File: src/rtl/seg7_pkg.sv
// Shared definitions for the seg7_scan display driver.
//   - Segment patterns in active-high form, bit0 = segment a ... bit6 = segment g.
//   - Converter FSM state encoding.
//   - Digit index constants (digit 3 is the leftmost, scanned first).
package seg7_pkg;

  localparam logic [6:0] SEG_0    = 7'h3F;
  localparam logic [6:0] SEG_1    = 7'h06;
  localparam logic [6:0] SEG_2    = 7'h5B;
  localparam logic [6:0] SEG_3    = 7'h4F;
  localparam logic [6:0] SEG_4    = 7'h66;
  localparam logic [6:0] SEG_5    = 7'h6D;
  localparam logic [6:0] SEG_6    = 7'h7D;
  localparam logic [6:0] SEG_7    = 7'h07;
  localparam logic [6:0] SEG_8    = 7'h7F;
  localparam logic [6:0] SEG_9    = 7'h6F;
  localparam logic [6:0] SEG_DASH = 7'h40;
  localparam logic [6:0] SEG_OFF  = 7'h00;

  typedef enum logic [1:0] {
    ST_IDLE  = 2'd0,
    ST_SHIFT = 2'd1,
    ST_LOAD  = 2'd2
  } conv_state_t;

  localparam logic [1:0] DIG_IDX_0 = 2'd0;
  localparam logic [1:0] DIG_IDX_1 = 2'd1;
  localparam logic [1:0] DIG_IDX_2 = 2'd2;
  localparam logic [1:0] DIG_IDX_3 = 2'd3;

  // BCD digit to active-high segment pattern. Codes 10..15 cannot come out
  // of an 8-bit conversion; they decode to dark.
  function automatic logic [6:0] seg_decode(input logic [3:0] d);
    case (d)
      4'd0:    return SEG_0;
      4'd1:    return SEG_1;
      4'd2:    return SEG_2;
      4'd3:    return SEG_3;
      4'd4:    return SEG_4;
      4'd5:    return SEG_5;
      4'd6:    return SEG_6;
      4'd7:    return SEG_7;
      4'd8:    return SEG_8;
      4'd9:    return SEG_9;
      default: return SEG_OFF;
    endcase
  endfunction

endpackage

File: src/rtl/bin2bcd8.sv
// Iterative 8-bit binary to BCD converter (shift-add-3 / double dabble).
//   clk, rst : clock, asynchronous active-high reset
//   start    : loads bin and clears the work register (one cycle)
//   bin      : binary value, sampled only in the start cycle
//   done     : high during the 8th shift cycle; bcd is final after that edge
//   bcd      : {hundreds, tens, units}
module bin2bcd8
  import seg7_pkg::*;
(
  input  logic        clk,
  input  logic        rst,
  input  logic        start,
  input  logic [7:0]  bin,
  output logic        done,
  output logic [11:0] bcd
);

  logic [7:0]  sh_q, sh_d;
  logic [11:0] work_q, work_d;
  logic [2:0]  cnt_q, cnt_d;
  logic        busy_q, busy_d;
  logic [11:0] adj;

  always_comb begin
    // Add 3 to any nibble >= 5 so that it carries correctly after the shift.
    adj = work_q;
    if (adj[3:0]  >= 4'd5) adj[3:0]  = adj[3:0]  + 4'd3;
    if (adj[7:4]  >= 4'd5) adj[7:4]  = adj[7:4]  + 4'd3;
    if (adj[11:8] >= 4'd5) adj[11:8] = adj[11:8] + 4'd3;

    sh_d   = sh_q;
    work_d = work_q;
    cnt_d  = cnt_q;
    busy_d = busy_q;
    if (start) begin
      sh_d   = bin;
      work_d = '0;
      cnt_d  = '0;
      busy_d = 1'b1;
    end else if (busy_q) begin
      work_d = {adj[10:0], sh_q[7]};
      sh_d   = {sh_q[6:0], 1'b0};
      cnt_d  = cnt_q + 3'd1;
      if (cnt_q == 3'd7) busy_d = 1'b0;
    end
  end

  always_ff @(posedge clk or posedge rst) begin
    if (rst) begin
      sh_q   <= '0;
      work_q <= '0;
      cnt_q  <= '0;
      busy_q <= 1'b0;
    end else begin
      sh_q   <= sh_d;
      work_q <= work_d;
      cnt_q  <= cnt_d;
      busy_q <= busy_d;
    end
  end

  assign done = busy_q && (cnt_q == 3'd7);
  assign bcd  = work_q;

endmodule

File: src/rtl/seg7_scan.sv
// Four-digit multiplexed 7-segment driver for two 8-bit counters.
//   CLK, RST  : clock, asynchronous active-high reset
//   DIV       : cycles per digit minus 1 (static while running)
//   CNT1      : shown on digits 3 (tens) and 2 (units, decimal point lit)
//   CNT2      : shown on digits 1 (tens) and 0 (units)
//   BLANK     : 1 = display dark
//   SEG/DP/DIG: registered pin drives, RV is the inactive level
// Values above 99 show "--". Conversions run only when the inputs differ
// from the last captured snapshot, and all four digit images update in a
// single cycle so a half-converted value is never displayed.
module seg7_scan
  import seg7_pkg::*;
#(
  parameter int   DBW = 12,
  parameter logic RV  = 1'b1,
  parameter logic LZB = 1'b1
) (
  input  logic           CLK,
  input  logic           RST,
  input  logic [DBW-1:0] DIV,
  input  logic [7:0]     CNT1,
  input  logic [7:0]     CNT2,
  input  logic           BLANK,
  output logic [6:0]     SEG,
  output logic           DP,
  output logic [3:0]     DIG
);

  localparam logic [6:0] TENS_ZERO = LZB ? SEG_OFF : SEG_0;

  conv_state_t    state_q, state_d;
  logic [7:0]     snap1_q, snap1_d, snap2_q, snap2_d;
  logic [6:0]     disp_q [4];
  logic [6:0]     disp_d [4];
  logic [DBW-1:0] div_q, div_d;
  logic [1:0]     idx_q, idx_d;
  logic [6:0]     seg_q, seg_d;
  logic           dp_q, dp_d;
  logic [3:0]     dig_q, dig_d;

  logic           start;
  logic           tick;
  logic [1:0]     done_w;
  logic [7:0]     bin_w [2];
  logic [11:0]    bcd_w [2];
  logic [13:0]    pair1, pair2;

  assign bin_w[0] = CNT1;
  assign bin_w[1] = CNT2;

  genvar gi;
  generate
    for (gi = 0; gi < 2; gi++) begin : g_conv
      bin2bcd8 u_conv (
        .clk  (CLK),
        .rst  (RST),
        .start(start),
        .bin  (bin_w[gi]),
        .done (done_w[gi]),
        .bcd  (bcd_w[gi])
      );
    end
  endgenerate

  // {tens image, units image} for one counter.
  function automatic logic [13:0] pair_code(input logic [11:0] bcd);
    logic [6:0] tens;
    if (bcd[11:8] != 4'd0) return {SEG_DASH, SEG_DASH};
    tens = (LZB && bcd[7:4] == 4'd0) ? SEG_OFF : seg_decode(bcd[7:4]);
    return {tens, seg_decode(bcd[3:0])};
  endfunction

  assign start = (state_q == ST_IDLE) && ({CNT1, CNT2} != {snap1_q, snap2_q});
  assign pair1 = pair_code(bcd_w[0]);
  assign pair2 = pair_code(bcd_w[1]);

  // Converter sequencing: the converters are started by the same pulse that
  // captures the snapshot, so both see the same input sample.
  always_comb begin
    state_d = state_q;
    snap1_d = snap1_q;
    snap2_d = snap2_q;
    disp_d  = disp_q;
    case (state_q)
      ST_IDLE: begin
        if (start) begin
          snap1_d = CNT1;
          snap2_d = CNT2;
          state_d = ST_SHIFT;
        end
      end
      ST_SHIFT: begin
        if (&done_w) state_d = ST_LOAD;
      end
      ST_LOAD: begin
        disp_d[3] = pair1[13:7];
        disp_d[2] = pair1[6:0];
        disp_d[1] = pair2[13:7];
        disp_d[0] = pair2[6:0];
        state_d   = ST_IDLE;
      end
      default: state_d = ST_IDLE;
    endcase
  end

  // Scan: the output register goes dark on the tick edge, which gives one
  // guard cycle while the digit enable moves to the next position.
  always_comb begin
    tick  = (div_q == DIV);
    div_d = tick ? '0 : div_q + DBW'(1);
    idx_d = tick ? idx_q - 2'd1 : idx_q;
    seg_d = {7{RV}};
    dp_d  = RV;
    dig_d = {4{RV}};
    if (!tick && !BLANK) begin
      seg_d        = disp_q[idx_q] ^ {7{RV}};
      dp_d         = (idx_q == DIG_IDX_2) ? ~RV : RV;
      dig_d[idx_q] = ~RV;
    end
  end

  always_ff @(posedge CLK or posedge RST) begin
    if (RST) begin
      state_q   <= ST_IDLE;
      snap1_q   <= '0;
      snap2_q   <= '0;
      disp_q[3] <= TENS_ZERO;
      disp_q[2] <= SEG_0;
      disp_q[1] <= TENS_ZERO;
      disp_q[0] <= SEG_0;
      div_q     <= '0;
      idx_q     <= DIG_IDX_3;
      seg_q     <= {7{RV}};
      dp_q      <= RV;
      dig_q     <= {4{RV}};
    end else begin
      state_q <= state_d;
      snap1_q <= snap1_d;
      snap2_q <= snap2_d;
      disp_q  <= disp_d;
      div_q   <= div_d;
      idx_q   <= idx_d;
      seg_q   <= seg_d;
      dp_q    <= dp_d;
      dig_q   <= dig_d;
    end
  end

  assign SEG = seg_q;
  assign DP  = dp_q;
  assign DIG = dig_q;

endmodule

File: config.mk
export PLATFORM = sky130hd
export DESIGN_NAME = seg7_scan
export DESIGN_NICKNAME = d
export VERILOG_FILES = /design/src/rtl/seg7_pkg.sv /design/src/rtl/bin2bcd8.sv /design/src/rtl/seg7_scan.sv
export SDC_FILE = /design/constraint.sdc
export NUM_CORES = 1
export LEC_CHECK = 0
export BUFFER_PORTS_ARGS = -buffer_cell sky130_fd_sc_hd__buf_2
export CORE_ASPECT_RATIO = 1.25
export CORE_MARGIN = 8
export CORE_UTILIZATION = 46
export CTS_CLUSTER_SIZE = 24
export DETAILED_ROUTE_END_ITERATION = 7
export SKIP_CTS_REPAIR_TIMING = 1
export SYNTH_ARGS = -nofsm -noshare
export SYNTH_HDL_FRONTEND = slang
export SYNTH_SLANG_ARGS = --single-unit
File: constraint.sdc
create_clock -name CLK -period 10.4 [get_ports CLK]
set_input_delay 1.56 -clock CLK [delete_from_list [all_inputs] [get_ports CLK]]
set_output_delay 1.56 -clock CLK [all_outputs]
set_load 0.05 [all_outputs]
==> out/metrics.yaml, run 1 <==
layout-area-overhead-vs-synth_pct: 14.6
grt_pass1_vias: 4401
viasPerCell: 5.18
rsz0062_at_grt: "false"
seq_area_frac_synth: 0.473
worst_pin_slew_ps: 1180
cts.sinks: 119
clockRootBuffer: "clkbuf_16"
ys_top_cells_by_area: "dfrtp_1 (37%), dfstp_2 (10%), ha_1 (6.7%), mux2_2 (6.5%), xnor2_1 (5.9%)"
numCtsBuffers: 17
htreeDepth: 4
cp_max_fo: 29
ys_ff_latch: 119
grt_pass1_wl_um: 20800
end_kind: "flip-flop"
placementRows: 48
nFillCells: 1237
pin_count: 43
startpoint_type: "input pin"
die_w_um: 121
gr-total-overflow: 0
multiInputGateArea_mm2: 0.00311
path_clk_slew_ps: 60
max-slew-margin-rel: 0.214
gp_congestion: 0.754
synth_top_cell_area_share: 0.370
syn_area_mm2: 0.00636
die_area_mm2: 0.0179
antennaDiodeCount: 0
period_share: 0.300
dp_hpwl_um: 8550
numPortBuffers: 42
drive_gt1_frac: 0.248
slowest_stage: "nor3_4"
grt_max_degree: 89
antenna_found_initial: 0
place_area_mm2: 0.00667
drt_drc_violations_left: 0
critPathMaxStageDelay_ps: 500
hold_viol: 0
peakVddDrop_mv: 0.130
place_inst: 779
synth_top_area_cell: "dfrtp_1"
status: "completed"
syn_nets: 651
setup_tns_ps: 0
cts_tree: "yes"
die_h_um: 147
r2r_end: "snap1_q[2]$_DFFE_PP0P_"
nNetsFinal: 688
seqCellArea_mm2: 0.00301
vias: 4200
min-delay-start: "disp_q[11]$_DFFE_PP1N_"
worstHoldPathCells: 2
critPathBufInv: 2
cp.depth: 7
fmax_mhz: 321
finalInstanceArea_mm2: 0.00729
worstSkewPairLatency_ps: 410
fin_worst_skew_ps: 6.52
finalCriticalPeriod_ps: 3120
hp-class: "reg -> reg"
wl_per_cell_um: 14.9
synth_ff_type: "dfrtp_1"
ys_warn_count: 0
yosys.cell_types.count: 37
final_cells: 811
slew_viol_final: 0
r2r_setup_slack_ps: 8150
avgSynthCellArea_um2: 10.9
wl_um: 12100
synth_edf_count: 0
layout_commonest_cell: "dfrtp_1"
cap_violations: 0
leakage_nw: 3.25
holdWs_ps: 481
setup_violations: 0
cp.arrival_ps: 3410
critPathTopFamily: "simple AND/OR/NAND/NOR gates"
required_ps: 10700
fin_ws_ps: 7280
layout_common_cells: "dfrtp_1 (94), nor2_1 (48), nand2_1 (45)"
power.density_mw_per_mm2: 292
crit_type: "in -> reg"
dr.pass1.iters: 4
first_iter_violations: 220
async_flop_share: 1.00
antenna_left: 0
netlist_instances: 586
worstRegToRegCells: 6
place_ws_ps: 6870
initial_core_util: 0.465
hold_path_end: "disp_q[11]$_DFFE_PP1N_"
reg2reg_from: "snap2_q[2]$_DFFE_PP0P_"
core_mm2: 0.0137
crit_chain: "buf_2 -> xnor2_1 -> nand4_1 -> nor4_4 -> nor3_4 -> buf_4 -> mux2_2"
grt_usage: 0.144
cts_buffer_depth: 2
==> per-stage QoR <==
step | util | power, W
after floorplan | - | 0.00138
after global placement | 0.487 | 0.00151
after detailed placement | 0.487 | 0.00154
after CTS | 0.532 | 0.00215
after global routing | 0.532 | 0.00228
final | 0.532 | 0.00213
==> cells by family after synthesis <==
logic type | synth area share
mux | 0.154
buf+inv | 0.0382
flops | 0.473
fa+ha+maj | 0.0669
xor+xnor | 0.0675
simple gates | 0.120
compound gates | 0.0806
==> Yosys cell counts (5+ instances only) <==
library cell and number:
mux2_2 37, buf_2 5, dfstp_2 25, xnor2_1 43, ha_1 34, nor2b_1 8, mux4_2 7, nor2_1 48
and3_1 7, nand2_1 45, xor2_1 6, nor3b_1 6, dfrtp_1 94, a21oi_1 35, clkbuf_1 15, nor3_1 7
mux2_4 8, inv_1 25, nand2b_1 10, o21ai_0 41, nand4_1 8, nand3_1 16, mux2i_1 26
==> final cells by class <==
class                      instances  area share
sequential                       119       0.413
tap                              175      0.0300
multi-input combinational        414       0.427
clock inverter                    14      0.0242
timing repair buffer              46      0.0330
inverter                          25      0.0132
clock buffer                      18      0.0602
==> power breakdown <==
part | total, W | leakage [nW] | switching (W) | internal, W
logic | 0.000679 | 1.53 | 0.000329 | 0.000350
clock network | 0.000598 | 0.286 | 0.000214 | 0.000384
registers | 0.000851 | 1.43 | 0.000193 | 0.000658
==> how the worst max path moves through the flow <==
stage | to | startpoint | slack (ps)
5_1_grt | snap1_q[6]$_DFFE_PP0P_ | CNT2[2] | 7140
3_3_place_gp | snap1_q[4]$_DFFE_PP0P_ | CNT2[2] | 6890
6_report | snap1_q[2]$_DFFE_PP0P_ | CNT1[7] | 7280
3_5_place_dp | snap1_q[2]$_DFFE_PP0P_ | CNT2[4] | 6870
4_1_cts | snap1_q[6]$_DFFE_PP0P_ | CNT1[7] | 7310
2_1_floorplan | disp_q[0]$_DFFE_PP0N_ | RST | 5720
==> layer usage <==
| layer | wire length (µm) | global-route usage | part of all wire | up-vias |
|---|---|---|---|---|
| met4 | 148 | 0.0519 | 0.012 | 0 |
| met2 | 6030 | 0.246 | 0.50 | 76 |
| met5 | 0 | 0 | 0 | - |
| met3 | 590 | 0.0447 | 0.049 | 11 |
| li1 | - | - | - | 2077 |
| met1 | 5310 | 0.166 | 0.44 | 2036 |
==> worst min-delay path, stage by stage, from the launching register on <==
cell and delay [ps]:
dfstp_2 360, nand2_1 40, o21ai_0 70
==> registers in the layout (all words and copies together), names as in the netlist, 4 cells and up <==
register / cells
g_conv.u_conv.sh_q: 16
DIG: 4
snap2_q: 8
SEG: 7
g_conv.u_conv.bcd: 24
div_q: 12
disp_q: 28
snap1_q: 8
g_conv.u_conv.cnt_q: 6
Note: power is estimated with default switching activity, not from simulation.
==> run 2, diff against run 1 <==
clock period = 3.02 ns   (was 10.4 ns; I/O delays follow)
==> out/metrics.yaml, run 2 (synthesis results as in run 1) <==
power.density_mw_per_mm2: 998  # was 292 mW/mm²
initial_core_util: 0.465  # unchanged
die_area_mm2: 0.0179  # unchanged
numPortBuffers: 42  # unchanged
period_share: 0.666
fin_ws_ps: 1010  # was 7280 ps
layout_commonest_cell: "dfrtp_1"  # unchanged
antennaDiodeCount: 0  # unchanged
pin_count: 43  # unchanged
worstRegToRegCells: 5  # was 6
largest_register: "disp_q"  # unchanged
leakage_nw: 3.30  # was 3.25 nW
cts_tree: "yes"  # unchanged
core_mm2: 0.0137  # unchanged
htreeDepth: 4  # unchanged
die_w_um: 121  # unchanged
place_area_mm2: 0.00672  # was 0.00667 mm²
worstSkewPairLatency_ps: 410  # about the same
finalInstanceArea_mm2: 0.00736  # was 0.00729 mm²
layout-area-overhead-vs-synth_pct: 15.6  # was 14.6%
die_h_um: 147  # unchanged
r2r_end: "g_conv[0].u_conv.sh_q[4]$_DFFE_PP0P_"  # was snap1_q[2]$_DFFE_PP0P_
drt_drc_violations_left: 0  # unchanged
cts_buffer_depth: 2  # unchanged
grt_max_degree: 62  # was 89
worstHoldPathCells: 2  # unchanged
drive_gt1_frac: 0.251  # was 0.248
antenna_found_initial: 0  # unchanged
first_iter_violations: 166  # was 220
wl_per_cell_um: 14.7  # was 14.9 µm
gr-total-overflow: 0  # unchanged
min-delay-start: "CNT1[2]"  # was disp_q[11]$_DFFE_PP1N_
layout_common_cells: "dfrtp_1 (94), nor2_1 (48), nand2_1 (45)"  # unchanged
cap_violations: 0  # unchanged
clockRootBuffer: "clkbuf_16"  # unchanged
gp_congestion: 0.784  # was 0.754
fin_util: 0.537  # was 0.532
fin_worst_skew_ps: 11.8  # was 6.52 ps
cp_max_fo: 20  # was 29
vias: 4160  # was 4200
slew_viol_final: 0  # unchanged
wl_um: 12000  # was 12100 µm
cts.sinks: 119  # unchanged
path_clk_slew_ps: 50  # was 60 ps
nNetsFinal: 693  # was 688
grt_usage: 0.144  # about the same
crit_chain: "xnor2_1 -> nand4_1 -> nor4_4 -> or3_4 -> mux2_2"  # was buf_2 -> xnor2_1 -> nand4_1 -> nor4_4 -> nor3_4 -> buf_4 -> mux2_2
cp.arrival_ps: 2310  # was 3410 ps
grt_pass1_wl_um: 20800  # about the same
antenna_left: 0  # unchanged
numCtsBuffers: 17  # unchanged
worst_pin_slew_ps: 805  # was 1180 ps
reg2reg_from: "snap1_q[5]$_DFFE_PP0P_"  # was snap2_q[2]$_DFFE_PP0P_
hold_viol: 0  # unchanged
grt_pass1_vias: 4295  # was 4401
startpoint_type: "flip-flop"  # was input pin
status: "completed"  # unchanged
rsz0062_at_grt: "false"  # unchanged
viasPerCell: 5.10  # was 5.18
setup_tns_ps: 0  # unchanged
max-slew-margin-rel: 0.462  # was 0.214
fmax_mhz: 497
setup_violations: 0  # unchanged
end_kind: "flip-flop"  # unchanged
dp_hpwl_um: 8580  # was 8550 µm
peakVddDrop_mv: 0.441  # was 0.130 mV
hold_path_end: "g_conv[0].u_conv.sh_q[2]$_DFFE_PP0P_"  # was disp_q[11]$_DFFE_PP1N_
r2r_setup_slack_ps: 1010  # was 8150 ps
place_ws_ps: 813  # was 6870 ps
required_ps: 3310  # was 10700 ps
finalCriticalPeriod_ps: 2010
critPathBufInv: 0  # was 2
critPathMaxStageDelay_ps: 410  # was 500 ps
largest_reg_flops: 28  # unchanged
crit_type: "reg -> reg"  # was in -> reg
placementRows: 48  # unchanged
critPathTopFamily: "simple AND/OR/NAND/NOR gates"  # unchanged
hp-class: "in -> reg"  # was reg -> reg
slowest_stage: "nor4_4"  # was nor3_4
dr.pass1.iters: 4  # unchanged
run 2: cell types whose count changed in the layout (fill, tap and decap cells not counted), sizes merged:
cell / before / now
buf: 46 / 50
clkinvlp: 4 / 1
inv: 26 / 24
clkinv: 6 / 4
clkbuf: 18 / 25
dlygate4sd3: 0 / 1
run 2: worst max path at each step:
stage / cells after the start / from / end / slack [ps]
2_1_floorplan: 1 / RST / disp_q[0]$_DFFE_PP0N_ / 1130
3_3_place_gp: 6 / CNT2[4] / g_conv[1].u_conv.sh_q[0]$_DFFE_PP0P_ / 830
3_5_place_dp: 6 / CNT2[4] / g_conv[0].u_conv.sh_q[4]$_DFFE_PP0P_ / 810
4_1_cts: 5 / snap1_q[5]$_DFFE_PP0P_ / g_conv[0].u_conv.sh_q[4]$_DFFE_PP0P_ / 980
5_1_grt: 5 / snap1_q[5]$_DFFE_PP0P_ / snap2_q[5]$_DFFE_PP0P_ / 860
6_report: 5 / snap1_q[5]$_DFFE_PP0P_ / g_conv[0].u_conv.sh_q[4]$_DFFE_PP0P_ / 1010
run 2: layer usage:
layer | up-vias | share of wire | track usage
met2 | 69 | 0.49 | 0.236
met4 | 0 | 0.014 | 0.0550
li1 | 2084 | - | -
met3 | 12 | 0.044 | 0.0412
met1 | 1995 | 0.45 | 0.176
met5 | - | 0 | 0
run 2: cell type report:
| type | count | area [µm²] |
|---|---|---|
| clock buffers | 25 | 505 |
| clock inverters | 7 | 118 |
| fillers | 1188 | 6340 |
| inverters | 25 | 97.6 |
| multi-input cells | 414 | 3110 |
| flip-flops and latches | 119 | 3010 |
| well taps | 175 | 219 |
| repair buffers | 51 | 293 |
run 2: power by group:
group	internal (W)	total [W]	leakage, nW	switching (W)
Combinational	0.00121	0.00232	1.56	0.00111
Sequential	0.00227	0.00293	1.43	0.000659
Clock	0.00141	0.00209	0.307	0.000683
Total	0.00488	0.00734	3.30	0.00245
run 2: stage by stage:
step	power, W	hold slack, ps	std cells
after floorplan	0.00474	444	586
after global placement	0.00521	391	783
after detailed placement	0.00529	395	783
after CTS	0.00743	-45.5	815
after global routing	0.00789	294	816
final	0.00734	306	816
